==> src/rtl/unified_mem_arbiter.sv <==
// Arbitrates one single-port unified RAM between the instruction-fetch and load/store ports.
// Data wins in IDLE; after each access the other waiting port is granted directly.
//
// state  | meaning
// IDLE   | no access in flight, sample both requests (data first)
// ACCESS | RAM driven from the registered request, read data captured at the edge
// RESP   | owner's ack pulses; the other port is granted directly if it is waiting
module unified_mem_arbiter #(
   parameter int ADDR_W = 32,
   parameter int DATA_W = 32
) (
   input  logic                clk,
   input  logic                rst,
   input  logic                inst_ce_i,
   input  logic [ADDR_W-1:0]   inst_addr_i,
   output logic [DATA_W-1:0]   inst_o,
   output logic                inst_ack_o,
   input  logic                data_ce_i,
   input  logic                data_we_i,
   input  logic [ADDR_W-1:0]   data_addr_i,
   input  logic [DATA_W/8-1:0] data_sel_i,
   input  logic [DATA_W-1:0]   data_wdata_i,
   output logic [DATA_W-1:0]   data_rdata_o,
   output logic                data_ack_o,
   output logic                stallreq_o,
   output logic                ram_ce_o,
   output logic                ram_we_o,
   output logic [ADDR_W-1:0]   ram_addr_o,
   output logic [DATA_W/8-1:0] ram_sel_o,
   output logic [DATA_W-1:0]   ram_data_o,
   input  logic [DATA_W-1:0]   ram_data_i
);

   typedef enum logic [1:0] {IDLE, ACCESS, RESP} state_t;
   typedef enum logic {OWN_INST, OWN_DATA} owner_t;

   state_t state_q, state_d;
   owner_t owner_q, owner_d;
   logic   load_req;

   logic                req_we_q;
   logic [ADDR_W-1:0]   req_addr_q;
   logic [DATA_W/8-1:0] req_sel_q;
   logic [DATA_W-1:0]   req_wdata_q;
   logic [DATA_W-1:0]   inst_q;
   logic [DATA_W-1:0]   rdata_q;

   logic in_access;
   logic in_resp;

   always_comb begin
      state_d  = state_q;
      owner_d  = owner_q;
      load_req = 1'b0;
      case (state_q)
         IDLE: begin
            if (data_ce_i) begin
               owner_d  = OWN_DATA;
               state_d  = ACCESS;
               load_req = 1'b1;
            end else if (inst_ce_i) begin
               owner_d  = OWN_INST;
               state_d  = ACCESS;
               load_req = 1'b1;
            end
         end
         ACCESS: state_d = RESP;
         RESP: begin
            // Only the non-acked port is considered, which forces alternation.
            if ((owner_q == OWN_INST) ? data_ce_i : inst_ce_i) begin
               owner_d  = (owner_q == OWN_INST) ? OWN_DATA : OWN_INST;
               state_d  = ACCESS;
               load_req = 1'b1;
            end else begin
               state_d = IDLE;
            end
         end
         default: state_d = IDLE;
      endcase
   end

   always_ff @(posedge clk) begin
      if (rst) begin
         state_q     <= IDLE;
         owner_q     <= OWN_INST;
         req_we_q    <= 1'b0;
         req_addr_q  <= '0;
         req_sel_q   <= '0;
         req_wdata_q <= '0;
         inst_q      <= '0;
         rdata_q     <= '0;
      end else begin
         state_q <= state_d;
         owner_q <= owner_d;
         if (load_req) begin
            if (owner_d == OWN_DATA) begin
               req_we_q    <= data_we_i;
               req_addr_q  <= data_addr_i;
               req_sel_q   <= data_sel_i;
               req_wdata_q <= data_wdata_i;
            end else begin
               req_we_q    <= 1'b0;
               req_addr_q  <= inst_addr_i;
               req_sel_q   <= '1;
               req_wdata_q <= '0;
            end
         end
         if (state_q == ACCESS) begin
            if (owner_q == OWN_INST) inst_q <= ram_data_i;
            else if (!req_we_q)      rdata_q <= ram_data_i;
         end
      end
   end

   // Gating with ~rst keeps a store caught by reset from committing.
   assign in_access = (state_q == ACCESS) && !rst;
   assign in_resp   = (state_q == RESP) && !rst;

   assign ram_ce_o   = in_access;
   assign ram_we_o   = in_access && req_we_q;
   assign ram_addr_o = in_access ? req_addr_q  : '0;
   assign ram_sel_o  = in_access ? req_sel_q   : '0;
   assign ram_data_o = in_access ? req_wdata_q : '0;

   assign inst_ack_o   = in_resp && (owner_q == OWN_INST);
   assign data_ack_o   = in_resp && (owner_q == OWN_DATA);
   assign inst_o       = inst_q;
   assign data_rdata_o = rdata_q;
   assign stallreq_o   = (inst_ce_i && !inst_ack_o) || (data_ce_i && !data_ack_o);

endmodule
==> config.mk <==
export PLATFORM = sky130hd
export DESIGN_NAME = unified_mem_arbiter
export DESIGN_NICKNAME = d
export VERILOG_FILES = /design/src/rtl/unified_mem_arbiter.sv
export SDC_FILE = /design/constraint.sdc
export NUM_CORES = 1
export LEC_CHECK = 0
export ABC_AREA = 0
export CAP_MARGIN = 15
export CORE_UTILIZATION = 39
export CTS_CLUSTER_DIAMETER = 60
export DETAILED_ROUTE_END_ITERATION = 10
export PLACE_DENSITY = 0.79
export SLEW_MARGIN = 20
export SYNTH_ARGS = -nofsm -noshare
export SYNTH_HDL_FRONTEND = slang
export SYNTH_SLANG_ARGS = --single-unit
==> constraint.sdc <==
create_clock -name clk -period 3.2 [get_ports clk]
set_input_delay 0.64 -clock clk [delete_from_list [all_inputs] [get_ports clk]]
set_output_delay 0.64 -clock clk [all_outputs]
set_load 0.05 [all_outputs]
==> impl_summary.log, run 1 <==
INFO  metric outcome = finished clean
INFO  metric cts.repair_timing.setup_buffer_count = 0
INFO  metric syn_nets = 718
INFO  metric crit_slowest_cell = dfxtp_1
INFO  metric place.port_buffers = 273
INFO  metric critPathArrivalTime = 2.23 ns
INFO  metric grt_start_max_net_pins = 71
INFO  metric grt_pass1_vias = 5303
INFO  metric crit_required = 2.56 ns
INFO  metric numCtsBuffers = 17
INFO  metric cp-start-kind = flip-flop
INFO  metric flow.area_growth_from_synthesis = 79.7%
INFO  metric ant_nets = 0
INFO  metric drv_cap = 0
INFO  metric synth.yosys.seq_area_share = 0.514
INFO  metric final.min_clock_period = 2.87 ns
INFO  metric leakage = 3.64 nW
INFO  metric die_area = 0.0141 mm²
INFO  metric initial_utilization = 0.400
INFO  metric final_hold_viol_count = 0
INFO  metric dominantRegCellSynth = dfxtp_1
INFO  metric synthesis.area = 0.00530 mm²
INFO  metric globalRouteOverflowTotal = 0
INFO  metric power_density = 512 mW/mm²
INFO  metric design_power_total = 0.00487 W
INFO  metric clock_root_cell = clkbuf_16
INFO  metric core.rowCount = 42
INFO  metric setup-violations-final = 0
INFO  metric clkSinkCount = 136
INFO  metric num-nets-final = 970
INFO  metric layout.cells.most_common = clkdlybuf4s50_1
INFO  metric critical_path_buf_inv_count = 2
INFO  metric vdd.ir_drop.worst = 0.000345 V
INFO  metric layout.cells.most_common_list = clkdlybuf4s50_1 (200), dfxtp_1 (136), nand2_1 (130), buf_12 (72), and2_1 (69)
INFO  metric hold_class = reg2reg
INFO  metric crit_family = simple AND/OR/NAND/NOR gates
INFO  metric clk_pin_slew_worst_paths = 0.06 ns
INFO  metric netlist_top_cells_area = dfxtp_1 (51%), nand2_1 (9.2%), and2_1 (8.1%), mux2i_1 (6.2%), a21oi_1 (6.1%)
INFO  metric tritoncts_clock_tree = done
INFO  metric detail_route.iter0.violations = 305
INFO  metric placed_cells = 990
INFO  metric die-height = 119 µm
INFO  metric boundaryPins = 274
INFO  metric worstPathCellList = nand2b_1 -> nor2_4 -> buf_4 -> and2_1 -> buf_12
INFO  metric fin_worst_hold_slack = 0.454 ns
INFO  metric yosys_register_bits = 136
INFO  metric postSynth.asyncResetShare = 0
INFO  metric hpwlAfterDp = 11900 µm
INFO  metric clock_tree.buffer_depth = 2
INFO  metric post_cts_hold_buffer_count = 0
INFO  metric chipWidth = 119 µm
INFO  metric worstPathMaxFanout = 43
INFO  metric routed_via_density = 5.05
INFO  metric crit_type = reg2out
INFO  metric yosys.area.top_type = dfxtp_1
INFO  metric final_min_period_over_clock_period = 0.895
INFO  metric clock-skew-final = 0.00788 ns
INFO  metric globalRouteTotalUtil = 0.240
INFO  metric wl_per_cell = 16.2 µm
INFO  metric synth-edff-count = 0
INFO  metric worst_slew_pin_slew = 0.745 ns
INFO  metric worst_path_largest_cell_delay = 0.58 ns
INFO  metric maxClockFrequency = 0.349 GHz
INFO  metric layoutNonFillerInstCount = 1021
INFO  metric routed_wl = 16600 µm
INFO  metric max_h_tree_level = 4
INFO  metric layout.core_utilization = 0.719
INFO  metric postSynthAreaPerCell = 9.12 µm²
INFO  metric drtPass1Iterations = 4
INFO  metric finalSetupTns = 0 ns
INFO  metric synth_largest_type_area_fraction = 0.514
INFO  metric remaining_max_slew_budget_at_the_tightest_pin = 0.503
INFO  metric dr_total_vias = 5161
INFO  metric grt_first_pass_wirelength = 26500 µm
INFO  metric synth_cell_types = 25
INFO  metric gpl_wtd_cong = 0.888
INFO  metric finalMaxSlewViolations = 0
INFO  metric share_of_cells_above_drive_strength_1 = 0.144
INFO  metric synthesis.instances = 581
INFO  metric end_kind = output port
INFO  metric yosysWarnings = 0
INFO  metric core = 0.0132 mm²
INFO  metric ant_diodes = 0
INFO  metric worst_skew_pair.late_latency = 0.41 ns
INFO  metric post_cts.resized_instances = 0
INFO  metric remaining_drc_errors = 0
INFO  metric antenna_found_initial = 1
INFO  metric rsz0062_at_grt = false
-- flip-flops by register name, summed over array words and instances (netlist names), named ones only --
register,count
req_sel_q,4
req_addr_q,32
req_we_q,1
data_rdata_o,32
state_q,2
req_wdata_q,32
inst_o,32
-- cells in the mapped netlist (3+ instances only) --
cell	count
dfxtp_1	136
nand2_1	130
and2_1	69
a21oi_1	65
a22o_1	33
mux2i_1	33
o2bb2ai_1	32
clkbuf_1	31
nor2_1	15
buf_2	11
buf_4	5
a211oi_1	4
inv_1	3
-- area by class of cell --
class / count / area [µm²]
Tap cell: 176 / 220
Timing Repair Buffer: 282 / 3520
Clock inverter: 11 / 194
Multi-Input combinational cell: 393 / 2390
Clock buffer: 20 / 467
Inverter: 3 / 11.3
Sequential cell: 136 / 2720
Fill cell: 941 / 3720
-- report_power, final --
| group | total [W] | leakage, nW | internal (W) | switching, W |
|---|---|---|---|---|
| clock network | 0.00215 | 0.311 | 0.00144 | 0.000707 |
| logic | 0.000850 | 2.21 | 0.000397 | 0.000453 |
| registers | 0.00187 | 1.11 | 0.00181 | 0.0000661 |
-- worst min-delay path: stages (launching register included) --
cell and delay, ns:
dfxtp_1 0.31, nand2_1 0.05, a21oi_1 0.05
-- path summary, 6_finish.rpt --
kind	from	to	slack [ns]	cells past startpoint
worst max-delay path	state_q[0]	ram_data_o[7]	0.33	5
worst min-delay path	inst_o[15]	inst_o[15]	0.45	2
worst max register to register	state_q[0]	data_rdata_o[13]	1.03	4
worst min register to register	inst_o[15]	inst_o[15]	0.45	2
-- logic make-up after synthesis --
| family | share of synthesized area |
|---|---|
| simple gates | 0.196 |
| compound gates | 0.183 |
| flops | 0.514 |
| buf+inv | 0.0458 |
| mux | 0.0623 |
-- layer usage --
metal	GRT usage	routed length, µm	part of all wire	vias to the layer above
li1	-	-	-	2472
met3	0.0859	1390	0.084	29
met2	0.423	8390	0.51	232
met1	0.254	6360	0.38	2426
met5	0	13	0.00078	-
met4	0.113	408	0.025	2
-- stage by stage --
| step | setup slack [ns] | instance area (µm²) |
|---|---|---|
| 4_1_cts | 0.262 | 9520 |
| 3_3_place_gp | 0.620 | 8860 |
| 6_report | 0.335 | 9520 |
| 2_1_floorplan | 0.337 | 5310 |
| 5_1_grt | 0.157 | 9520 |
| 3_5_place_dp | 0.619 | 8860 |
(Power assumes the default switching activity.)
==> run 2, diff against run 1 <==
- CORE_UTILIZATION: 39 -> 40
- PLACE_DENSITY: 0.79 -> 0.81
- clock period: 3.2 -> 2.9 ns (I/O delays scaled with it)
==> run 2 against run 1 <==
Effect of this change:
- wire length up 0.56%
- first-iteration DRC count decreased by 3.3%
- via count is 0.14% lower
- non-clock buffer count is 1 lower
- clock skew fell by 0.0018 ns
- sequential power is 11% higher
- worst hold slack got worse by 0.0012 ns
- design area down 0.99%
- critical endpoint is now ram_data_o[8]
- highest routed layer is now met4
==> impl_summary.log, run 2 (same netlist as run 1, synthesis figures left out) <==
INFO  metric crit_slowest_cell = dfxtp_1
INFO  metric placed_cells = 985
INFO  metric routed_via_density = 5.07
INFO  metric clock_root_cell = clkbuf_16
INFO  metric grt_start_max_net_pins = 71
INFO  metric design_power_total = 0.00511 W
INFO  metric grt_pass1_vias = 5073
INFO  metric grt_first_pass_wirelength = 25000 µm
INFO  metric multiInputGateArea = 0.00239 mm²
INFO  metric detail_route.iter0.violations = 295
INFO  metric numCtsBuffers = 17
INFO  metric worst_skew_pair.late_latency = 0.41 ns
INFO  metric fin_worst_hold_slack = 0.453 ns
INFO  metric flow.area_growth_from_synthesis = 77.9%
INFO  metric globalRouteTotalUtil = 0.242
INFO  metric cp-start-kind = flip-flop
INFO  metric initial_utilization = 0.415
INFO  metric leakage = 3.61 nW
INFO  metric worstPathMaxFanout = 70
INFO  metric die-height = 117 µm
INFO  metric cp_common_cell = buf_12
INFO  metric crit_type = reg2out
INFO  metric maxClockFrequency = 0.376 GHz
INFO  metric core.rowCount = 41
INFO  metric vdd.ir_drop.worst = 0.000426 V
INFO  metric gpl_wtd_cong = 0.772
INFO  metric ant_diodes = 0
INFO  metric die_area = 0.0137 mm²
INFO  metric share_of_cells_above_drive_strength_1 = 0.139
INFO  metric final_min_period_over_clock_period = 0.918
INFO  metric layout.cells.most_common = clkdlybuf4s50_1
INFO  metric core = 0.0128 mm²
INFO  metric n_fill_cell = 842
INFO  metric max_h_tree_level = 4
INFO  metric end_kind = output port
INFO  metric ant_nets = 0
INFO  metric final.min_clock_period = 2.66 ns
INFO  metric outcome = finished clean
INFO  metric antenna_found_initial = 0
INFO  metric rsz0062_at_grt = false
INFO  metric layoutNonFillerInstCount = 1016
INFO  metric boundaryPins = 274
INFO  metric chipWidth = 117 µm
INFO  metric worstPathCellList = nand2b_1 -> nor2_4 -> buf_12 -> and2_1 -> buf_12
INFO  metric layout.cells.most_common_list = clkdlybuf4s50_1 (200), dfxtp_1 (136), nand2_1 (130), buf_12 (72), and2_1 (69)
INFO  metric remaining_drc_errors = 0
INFO  metric clk_pin_slew_worst_paths = 0.05 ns
INFO  metric num-nets-final = 969
INFO  metric remaining_max_slew_budget_at_the_tightest_pin = 0.499
INFO  metric worst_slew_pin_slew = 0.752 ns
INFO  metric drtPass1Iterations = 6
INFO  metric globalRouteOverflowTotal = 0
INFO  metric setup-violations-final = 0
INFO  metric power_density = 542 mW/mm²
INFO  metric register_area = 0.00272 mm²
INFO  metric crit_required = 2.32 ns
INFO  metric routed_wl = 16700 µm
INFO  metric clkSinkCount = 136
INFO  metric wl_per_cell = 16.4 µm
INFO  metric final_hold_viol_count = 0
INFO  metric tritoncts_clock_tree = done
INFO  metric worst_path_largest_cell_delay = 0.54 ns
INFO  metric place.port_buffers = 273
INFO  metric hold_class = reg2reg
INFO  metric dr_total_vias = 5154
INFO  metric finalSetupTns = 0 ns
INFO  metric clock-skew-final = 0.00605 ns
INFO  metric drv_cap = 0
INFO  metric hpwlAfterDp = 12100 µm
INFO  metric critPathArrivalTime = 2.08 ns
INFO  metric clock_tree.buffer_depth = 2
INFO  metric finalMaxSlewViolations = 0
==> run 2: path summary, 6_finish.rpt <==
kind	start	to	slack, ns	cells after the start
setup / recovery	state_q[0]	ram_data_o[8]	0.24	5
hold / removal	req_addr_q[24]	req_addr_q[24]	0.45	1
setup reg to reg	flip-flop	req_wdata_q[3]	0.77	5
hold reg to reg	req_addr_q[24]	req_addr_q[24]	0.45	1
==> run 2: per-stage QoR <==
stage / setup WS (ns) / area [µm²] / utilization
6_report: 0.238 / 9430 / 0.738
5_1_grt: 0.0606 / 9430 / 0.738
3_3_place_gp: 0.358 / 8850 / 0.693
2_1_floorplan: 0.157 / 5310 / -
4_1_cts: 0.208 / 9430 / 0.738
3_5_place_dp: 0.207 / 8850 / 0.693
==> run 2: critical path: cells and delay by family, from the launching register on <==
family                 cells  cell delay (ns)
AND/OR/NAND/NOR            3             0.69
flip-flops                 1             0.54
buffers and inverters      2             0.39
==> run 2: repair_timing <==
action,in CTS,in global routing
hold buffers,0,0
setup endpoints to repair,1,0
resized for setup,1,0
buffers inserted,0,0
==> run 2: layout make-up <==
class / count / share of cell area
flip-flops and latches: 136 / 0.289
clock inverters: 10 / 0.0135
multi-input cells: 393 / 0.254
repair buffers: 281 / 0.372
inverters: 3 / 0.00119
well taps: 172 / 0.0228
clock buffers: 21 / 0.0478
==> run 2: power breakdown <==
part           switching [W]  internal, W
combinational       0.000497     0.000436
clock               0.000753      0.00136
sequential         0.0000737      0.00199
==> run 2: per-layer routing <==
metal | vias up | GRT usage | wire (µm)
li1 | 2463 | - | -
met1 | 2424 | 0.255 | 6240
met2 | 237 | 0.430 | 8540
met3 | 30 | 0.0984 | 1510
met4 | 0 | 0.0962 | 361
met5 | - | 0 | 0
